### src/rtl/chunk_serial_adder_if.sv
// Operand/result bundle for chunk_serial_adder: the requester drives start/sub/cin/A/B,
// the adder returns S/cout/ovf with a busy/done handshake.
interface chunk_serial_adder_if #(
    parameter int WIDTH = 8
);
    logic             start;
    logic             sub;
    logic             cin;
    logic [WIDTH-1:0] A;
    logic [WIDTH-1:0] B;
    logic [WIDTH-1:0] S;
    logic             cout;
    logic             ovf;
    logic             busy;
    logic             done;

    modport master (output start, sub, cin, A, B, input S, cout, ovf, busy, done);
    modport slave  (input start, sub, cin, A, B, output S, cout, ovf, busy, done);
endinterface

### src/rtl/chunk_serial_adder.sv
// Multi-cycle add/subtract: CHUNK bits per clock through one ripple slice, WIDTH/CHUNK cycles.
// Optional macro SAT_ADDER_SATURATE_EN clamps S to signed min/max on overflow.
module chunk_serial_adder #(
    parameter int WIDTH = 8,
    parameter int CHUNK = 4
) (
    input  logic              clk,
    input  logic              rst,
    chunk_serial_adder_if.slave bus
);
    localparam int N  = WIDTH / CHUNK;
    localparam int KW = (N > 1) ? $clog2(N) : 1;

    typedef enum logic {IDLE, RUN} state_t;

    state_t           state_q, state_d;
    logic             accept, last;

    logic [WIDTH-1:0] a_q, b_q, sum_q;
    logic             carry_q;
    logic [KW-1:0]    k_q;

    logic [WIDTH-1:0] s_q;
    logic             cout_q, ovf_q, done_q;

    logic [CHUNK-1:0] a_sl, b_sl;
    logic [CHUNK:0]   slice;
    logic [WIDTH-1:0] raw_sum, s_final;
    logic             ovf_raw;

    // FSM state register
    always_ff @(posedge clk) begin
        if (rst) state_q <= IDLE;
        else     state_q <= state_d;
    end

    always_comb begin
        state_d = state_q;
        accept  = 1'b0;
        last    = 1'b0;
        case (state_q)
            IDLE: begin
                accept = bus.start;
                if (bus.start) state_d = RUN;
            end
            RUN: begin
                last = (k_q == KW'(N - 1));
                if (last) state_d = IDLE;
            end
            default: state_d = IDLE;
        endcase
    end

    // Slice k of the latched operands; sum_q is zero above the slices already done,
    // so the new slice can simply be OR-ed into place.
    always_comb begin
        a_sl    = CHUNK'(a_q >> (k_q * CHUNK));
        b_sl    = CHUNK'(b_q >> (k_q * CHUNK));
        slice   = {1'b0, a_sl} + {1'b0, b_sl} + (CHUNK + 1)'(carry_q);
        raw_sum = sum_q | (WIDTH'(slice[CHUNK-1:0]) << (k_q * CHUNK));
        ovf_raw = (a_q[WIDTH-1] == b_q[WIDTH-1]) && (raw_sum[WIDTH-1] != a_q[WIDTH-1]);
`ifdef SAT_ADDER_SATURATE_EN
        if (ovf_raw) s_final = a_q[WIDTH-1] ? {1'b1, {(WIDTH-1){1'b0}}}
                                            : {1'b0, {(WIDTH-1){1'b1}}};
        else         s_final = raw_sum;
`else
        s_final = raw_sum;
`endif
    end

    always_ff @(posedge clk) begin
        if (rst) begin
            a_q     <= '0;
            b_q     <= '0;
            sum_q   <= '0;
            carry_q <= 1'b0;
            k_q     <= '0;
            s_q     <= '0;
            cout_q  <= 1'b0;
            ovf_q   <= 1'b0;
            done_q  <= 1'b0;
        end else begin
            done_q <= 1'b0;
            if (accept) begin
                a_q     <= bus.A;
                b_q     <= bus.B ^ {WIDTH{bus.sub}};
                carry_q <= bus.sub ? 1'b1 : bus.cin;
                sum_q   <= '0;
                k_q     <= '0;
            end else if (state_q == RUN) begin
                sum_q   <= raw_sum;
                carry_q <= slice[CHUNK];
                k_q     <= k_q + KW'(1);
                if (last) begin
                    s_q    <= s_final;
                    cout_q <= slice[CHUNK];
                    ovf_q  <= ovf_raw;
                    done_q <= 1'b1;
                end
            end
        end
    end

    assign bus.S    = s_q;
    assign bus.cout = cout_q;
    assign bus.ovf  = ovf_q;
    assign bus.done = done_q;
    assign bus.busy = (state_q == RUN);
endmodule

### src/flat_wrapper.sv
// flat-port wrapper written by rule: the top's interface ports become plain ports
module chunk_serial_adder_flat 
#(
    parameter int WIDTH = 8,
    parameter int CHUNK = 4
)
  (clk, rst, bus_start, bus_sub, bus_cin, bus_A, bus_B, bus_S, bus_cout, bus_ovf, bus_busy, bus_done);
  chunk_serial_adder_if #(.WIDTH(WIDTH)) bus_i ();
  input  logic clk;
  input  logic rst;
  input wire logic [$bits(bus_i.start)-1:0] bus_start;
  input wire logic [$bits(bus_i.sub)-1:0] bus_sub;
  input wire logic [$bits(bus_i.cin)-1:0] bus_cin;
  input wire logic [$bits(bus_i.A)-1:0] bus_A;
  input wire logic [$bits(bus_i.B)-1:0] bus_B;
  output wire logic [$bits(bus_i.S)-1:0] bus_S;
  output wire logic [$bits(bus_i.cout)-1:0] bus_cout;
  output wire logic [$bits(bus_i.ovf)-1:0] bus_ovf;
  output wire logic [$bits(bus_i.busy)-1:0] bus_busy;
  output wire logic [$bits(bus_i.done)-1:0] bus_done;
  assign bus_i.start = bus_start;
  assign bus_i.sub = bus_sub;
  assign bus_i.cin = bus_cin;
  assign bus_i.A = bus_A;
  assign bus_i.B = bus_B;
  assign bus_S = bus_i.S;
  assign bus_cout = bus_i.cout;
  assign bus_ovf = bus_i.ovf;
  assign bus_busy = bus_i.busy;
  assign bus_done = bus_i.done;
  chunk_serial_adder #(.WIDTH(WIDTH), .CHUNK(CHUNK)) u_core (.clk(clk), .rst(rst), .bus(bus_i));
endmodule
### config.mk
export PLATFORM = sky130hd
export DESIGN_NAME = chunk_serial_adder_flat
export DESIGN_NICKNAME = d
export VERILOG_FILES = /design/src/rtl/chunk_serial_adder_if.sv /design/src/rtl/chunk_serial_adder.sv /design/src/flat_wrapper.sv
export SDC_FILE = /design/constraint.sdc
export NUM_CORES = 1
export LEC_CHECK = 0
export BUFFER_PORTS_ARGS = -buffer_cell sky130_fd_sc_hd__buf_4
export CAP_MARGIN = 20
export CORE_MARGIN = 1.5
export CORE_UTILIZATION = 40
export CTS_BUF_LIST = sky130_fd_sc_hd__clkbuf_16
export DETAILED_ROUTE_END_ITERATION = 16
export GPL_ROUTABILITY_DRIVEN = 0
export HOLD_SLACK_MARGIN = 0.06
export SLEW_MARGIN = 30
export SYNTH_ARGS = -nofsm -noshare
export SYNTH_HDL_FRONTEND = slang
export SYNTH_SLANG_ARGS = --single-unit
### constraint.sdc
create_clock -name clk -period 2.6 [get_ports clk]
set_clock_uncertainty 0.05 [all_clocks]
set_input_delay 0.26 -clock clk [delete_from_list [all_inputs] [get_ports clk]]
set_output_delay 0.26 -clock clk [all_outputs]
set_load 0.01 [all_outputs]
[Yosys cells after proc, flatten, opt, wreduce, memory -nomap -nowiden]
Cells that the tools add are included.
Word-level totals
  register bits: 38
  output and inout bits: 12
  word-level logic and storage cells: 36
Cells by class
  bitwise logic cells: 4
  equality and inequality tests: 2
  reduce and logical (&&, ||, !) cells: 5
  multiplexer cells: 9
  add/sub/neg operators: 3
  shift-type cells: 3
Operator list (count)
  $shr 8x3->4: 2
  $mux 1: 8
  $or 8x8->8: 1
  $shl 4x3->8: 1
  $xor 8x8->8: 1
  $add 4x4->5: 1
  $add 5x1->5: 1
  $reduce_and 3->1: 1
  $reduce_or 3->1: 1
  $not 1->1: 2
  $pmux 1 s2: 1
  $reduce_bool 2->1: 1
  $reduce_or 2->1: 1
  $add 1x1->1 const B: 1
  $eq 1x1->1: 1
  $logic_and 1x1->1: 1
  $ne 1x1->1: 1

[Depth between registers and ports, before layout]
  word-level depth: 7
  depth in mapped cells: 8
  gate-level depth less buffers: 7

[Worst setup path before layout]
Ideal clock, no wire load.
  kind: flip-flop to flip-flop
  start: register u_core.k_q
  end: register u_core.ovf_q, in the netlist u_core.bus.ovf
  setup slack: 0.194 ns
  clock period less this slack: 2.406 ns
  data required time: 2.429 ns
  arrival time: 2.235 ns
  cell stages (with the launch flop): 8
  library setup time: 0.121 ns
  cell sequence: dfxtp_1 > buf_2 > mux2_2 > fa_1 > a21o_1 > a21oi_2 > mux2_4 > mux2_2
Between the ends
  cells in the longest elaborated chain, start to end: 7
  elaborated cells on any way between the ends: 10
Ends and longest elaborated chain
  start, declared: line chunk_serial_adder.sv:21  | logic [KW-1:0] k_q;
  start signal, assigned: line chunk_serial_adder.sv:93  | k_q <= k_q + KW'(1);
  $shr 8x3->4, on equally long branches: line chunk_serial_adder.sv:57, chunk_serial_adder.sv:58
  $add 4x4->5: line chunk_serial_adder.sv:59  | slice = {1'b0, a_sl} + {1'b0, b_sl} + (CHUNK + 1)'(carry_q);
  $add 5x1->5: line chunk_serial_adder.sv:59
  $shl 4x3->8: line chunk_serial_adder.sv:60  | raw_sum = sum_q | (WIDTH'(slice[CHUNK-1:0]) << (k_q * CHUNK));
  $or 8x8->8: line chunk_serial_adder.sv:60
  $ne 1x1->1: line chunk_serial_adder.sv:61  | ovf_raw = (a_q[WIDTH-1] == b_q[WIDTH-1]) && (raw_sum[WIDTH-1] != a_q[WIDTH-1]);
  $logic_and 1x1->1: line chunk_serial_adder.sv:61
  end signal, assigned: line chunk_serial_adder.sv:97  | ovf_q <= ovf_raw;
  end, declared: line chunk_serial_adder.sv:24  | logic cout_q, ovf_q, done_q;
Several ways; a longest one is shown, not always the timed one.
A chain may end at the register's enable or synchronous reset.

[Final worst setup path]
Same ends and word-level chain as after synthesis.

==> flow_summary_export.csv <==
group,metric,value,unit
detailed_routing,dr.pass1.iters,4,
clocking,htree_num_levels,2,
clocking,cts_tree,"done",
finish,drive_gt1_frac,0.2383,
timing,setup-tns-final,0,ps
die,dieArea,4510,µm²
finish,fin_util,0.5183,
die,die_w,67.16,µm
clocking,clkTransAtPathRegs,60,ps
logic_synthesis,synth_top_area_share,0.4620,
placed_design,placed_cell_area,1896,µm²
detailed_routing,routed_wl,3395,µm
clocking,ctsResizeCount,0,
logic_synthesis,synth-seq-cells,38,
timing,drv_slew,0,
finish,area_growth,25.00,%
run,cap_violations,0,
detailed_routing,wl_per_cell,12.86,µm
logic_synthesis,yosys-top-cells-count,"dfxtp_1, nand2_1, nor2_1",
die,die_h,67.16,µm
pwr,leakagePower,0.8716,nW
clocking,cts.sinks,38,
timing,min_period_over_period,0.9563,
detailed_routing,num_vias,1294,
logic_synthesis,synth_ff_type,"dfxtp_1",
worst_setup_path,crit_fanout,7,
clocking,cts_setup_buffers,0,
timing,maxSlewHeadroom,0.6586,
placed_design,numPortBuffers,32,
timing,finalHoldViolCount,0,
logic_synthesis,ys_top_cells_by_area,"dfxtp_1, a21oi_1, nand2_1",
worst_setup_path,slowest_delay,480,ps
clocking,clock_path_buffers,2,
worst_setup_path,critPathMostFrequentCell,"mux2_2",
placed_design,dpl_worst_slack,154.1,ps
timing,max_freq,0.4022,GHz
timing,setup_slack,113.6,ps
global_route,overflow,0,
logic_synthesis,netlist_area,1647,µm²
global_route,grt_pass1_wl,5575,µm
worst_setup_path,critPathArrivalTime,2610,ps
detailed_routing,vias_per_cell,4.902,
timing,hold_ws,171.3,ps
hold_path,min_path_type,"in -> reg",
placed_design,dpl.hpwl,2395,µm
worst_setup_path,cpMaxStageDelayCell,"dfxtp_1",
finish,fin_area,2058,µm²
worst_setup_path,worstPathRequired,2720,ps
die,fp-row-count,23,
worst_setup_path,cp_cell_sequence,"buf_4 > mux2_2 > ha_1 > a21o_1 > a21oi_2 > mux2_4 > mux2_2",
logic_synthesis,ys_seq_area_frac,0.4620,
detailed_routing,drtAntennaViolNets,0,
logic_synthesis,yosysWarnings,0,
timing,tightestPinTransition,512.1,ps
global_route,grt_pass1_vias,1228,
die,initial_utilization,0.4146,
die,core,3971,µm²
timing,min_period,2486,ps
worst_setup_path,startpoint_type,"flop",
clocking,clock_latency,280,ps
pwr,vdd_drop_max,0.3231,mV
global_route,antenna_found_initial,0,
detailed_routing,drc_errors,0,
worst_setup_path,critPathCaptureType,"flop",
logic_synthesis,synth_largest_area_cell,"dfxtp_1",
detailed_routing,drtIter0Drc,73,
timing,setup_viol,0,
logic_synthesis,syn_inst,184,
pwr,power_density,725.7,nW/µm²
logic_synthesis,yosysUniqueCellTypes,25,
die,ioPinCount,33,
clocking,clock-root-buffer,"clkbuf_16",
clocking,numCtsBuffers,5,
timing,rsz0062_at_grt,"false",
logic_synthesis,syn_nets,210,
finish,fin_nets,239,
global_route,grt.total_usage,0.1708,
global_route,grt_max_degree,33,
run_status,status,"completed",
clocking,hold_buffers,0,
logic_synthesis,synth-edff-count,0,
finish,antenna_cells,0,
logic_synthesis,synthArstFlopShare,0,
logic_synthesis,synth.most_common_cell,"dfxtp_1",
worst_setup_path,crit_type,"reg -> reg",
logic_synthesis,syn_area_per_cell,8.949,µm²
worst max-delay path: cells and delay by family (launching register included):
family          cells  cell delay [ps]
mux                 3              950
flops               1              480
compound gates      2              380
fa+ha+maj           1              300
buf+inv             1              210
path summary, 6_finish.rpt:
check	startpoint	end	slack, ps	cells past startpoint
max reg2reg	u_core.k_q$_SDFFE_PP0P_	u_core.bus.ovf$_SDFFE_PP0P_	110	7
max	u_core.k_q$_SDFFE_PP0P_	u_core.bus.ovf$_SDFFE_PP0P_	110	7
min	bus_A[5]	u_core.a_q[5]$_SDFFE_PP0P_	170	3
min reg2reg	u_core.bus.S[0]$_SDFFE_PP0P_	u_core.bus.S[0]$_SDFFE_PP0P_	400	2
cell families after synthesis:
kind of cell,count (synthesis),share of synthesized area
buffers and inverters,12,0.04179
flip-flops,38,0.4620
multiplexers,10,0.07067
AND/OR/NAND/NOR,69,0.1771
adder cells (fa/ha/maj),5,0.04712
AO/OA/AOI/OAI,40,0.1482
XOR/XNOR,10,0.05320
sequential cells by signal, indices dropped and copies added (netlist names):
name             count
u_core.a_q           8
u_core.b_q           8
u_core.bus.S         8
u_core.bus.busy      1
u_core.bus.cout      1
u_core.bus.done      1
u_core.bus.ovf       1
u_core.carry_q       1
u_core.k_q           1
u_core.sum_q         8
metal layers:
metal / GRT usage / up-vias / routed length (µm)
met3: 0.06333 / 4 / 202
li1: - / 678 / -
met2: 0.2673 / 38 / 1581
met5: 0 / - / 0
met1: 0.2073 / 574 / 1582
met4: 0.08163 / 0 / 28
layout by cell type, fill, tap and decap left out, drive strengths merged:
cell type and instances:
dfxtp 38, buf 34, nand2 28, nor2 25, a21oi 25, a211oi 10, mux2 10, xnor2 9
nor3 6, clkbuf 5, nand2b 3, nor2b 3, a21o 3, ha 3, a22o 2, fa 2
inv 2, or3 1, and2 1, nand3 1, or2b 1, xor2 1, bufinv 1
final cells by class:
cell class,instances,area (µm²)
Timing Repair Buffer,34,255.2
Multi-Input combinational cell,134,817.0
Fill cell,385,1913
Clock buffer,5,125.1
Sequential cell,38,760.7
Clock inverter,3,37.54
Tap cell,50,62.56
stage by stage:
stage / total power [mW] / cells
after detailed placement: 0.8379 / 256
after floorplan: 0.7800 / 184
final: 1.494 / 264
after global placement: 0.8341 / 256
after CTS: 1.504 / 264
after global routing: 1.556 / 264
power by group:
group          total (mW)  internal [mW]  switching [mW]
clock               0.669          0.445           0.224
sequential          0.635          0.612          0.0225
combinational       0.190         0.0941          0.0961
total                1.49           1.15           0.342
No activity file was read; power rests on OpenSTA's default activity.
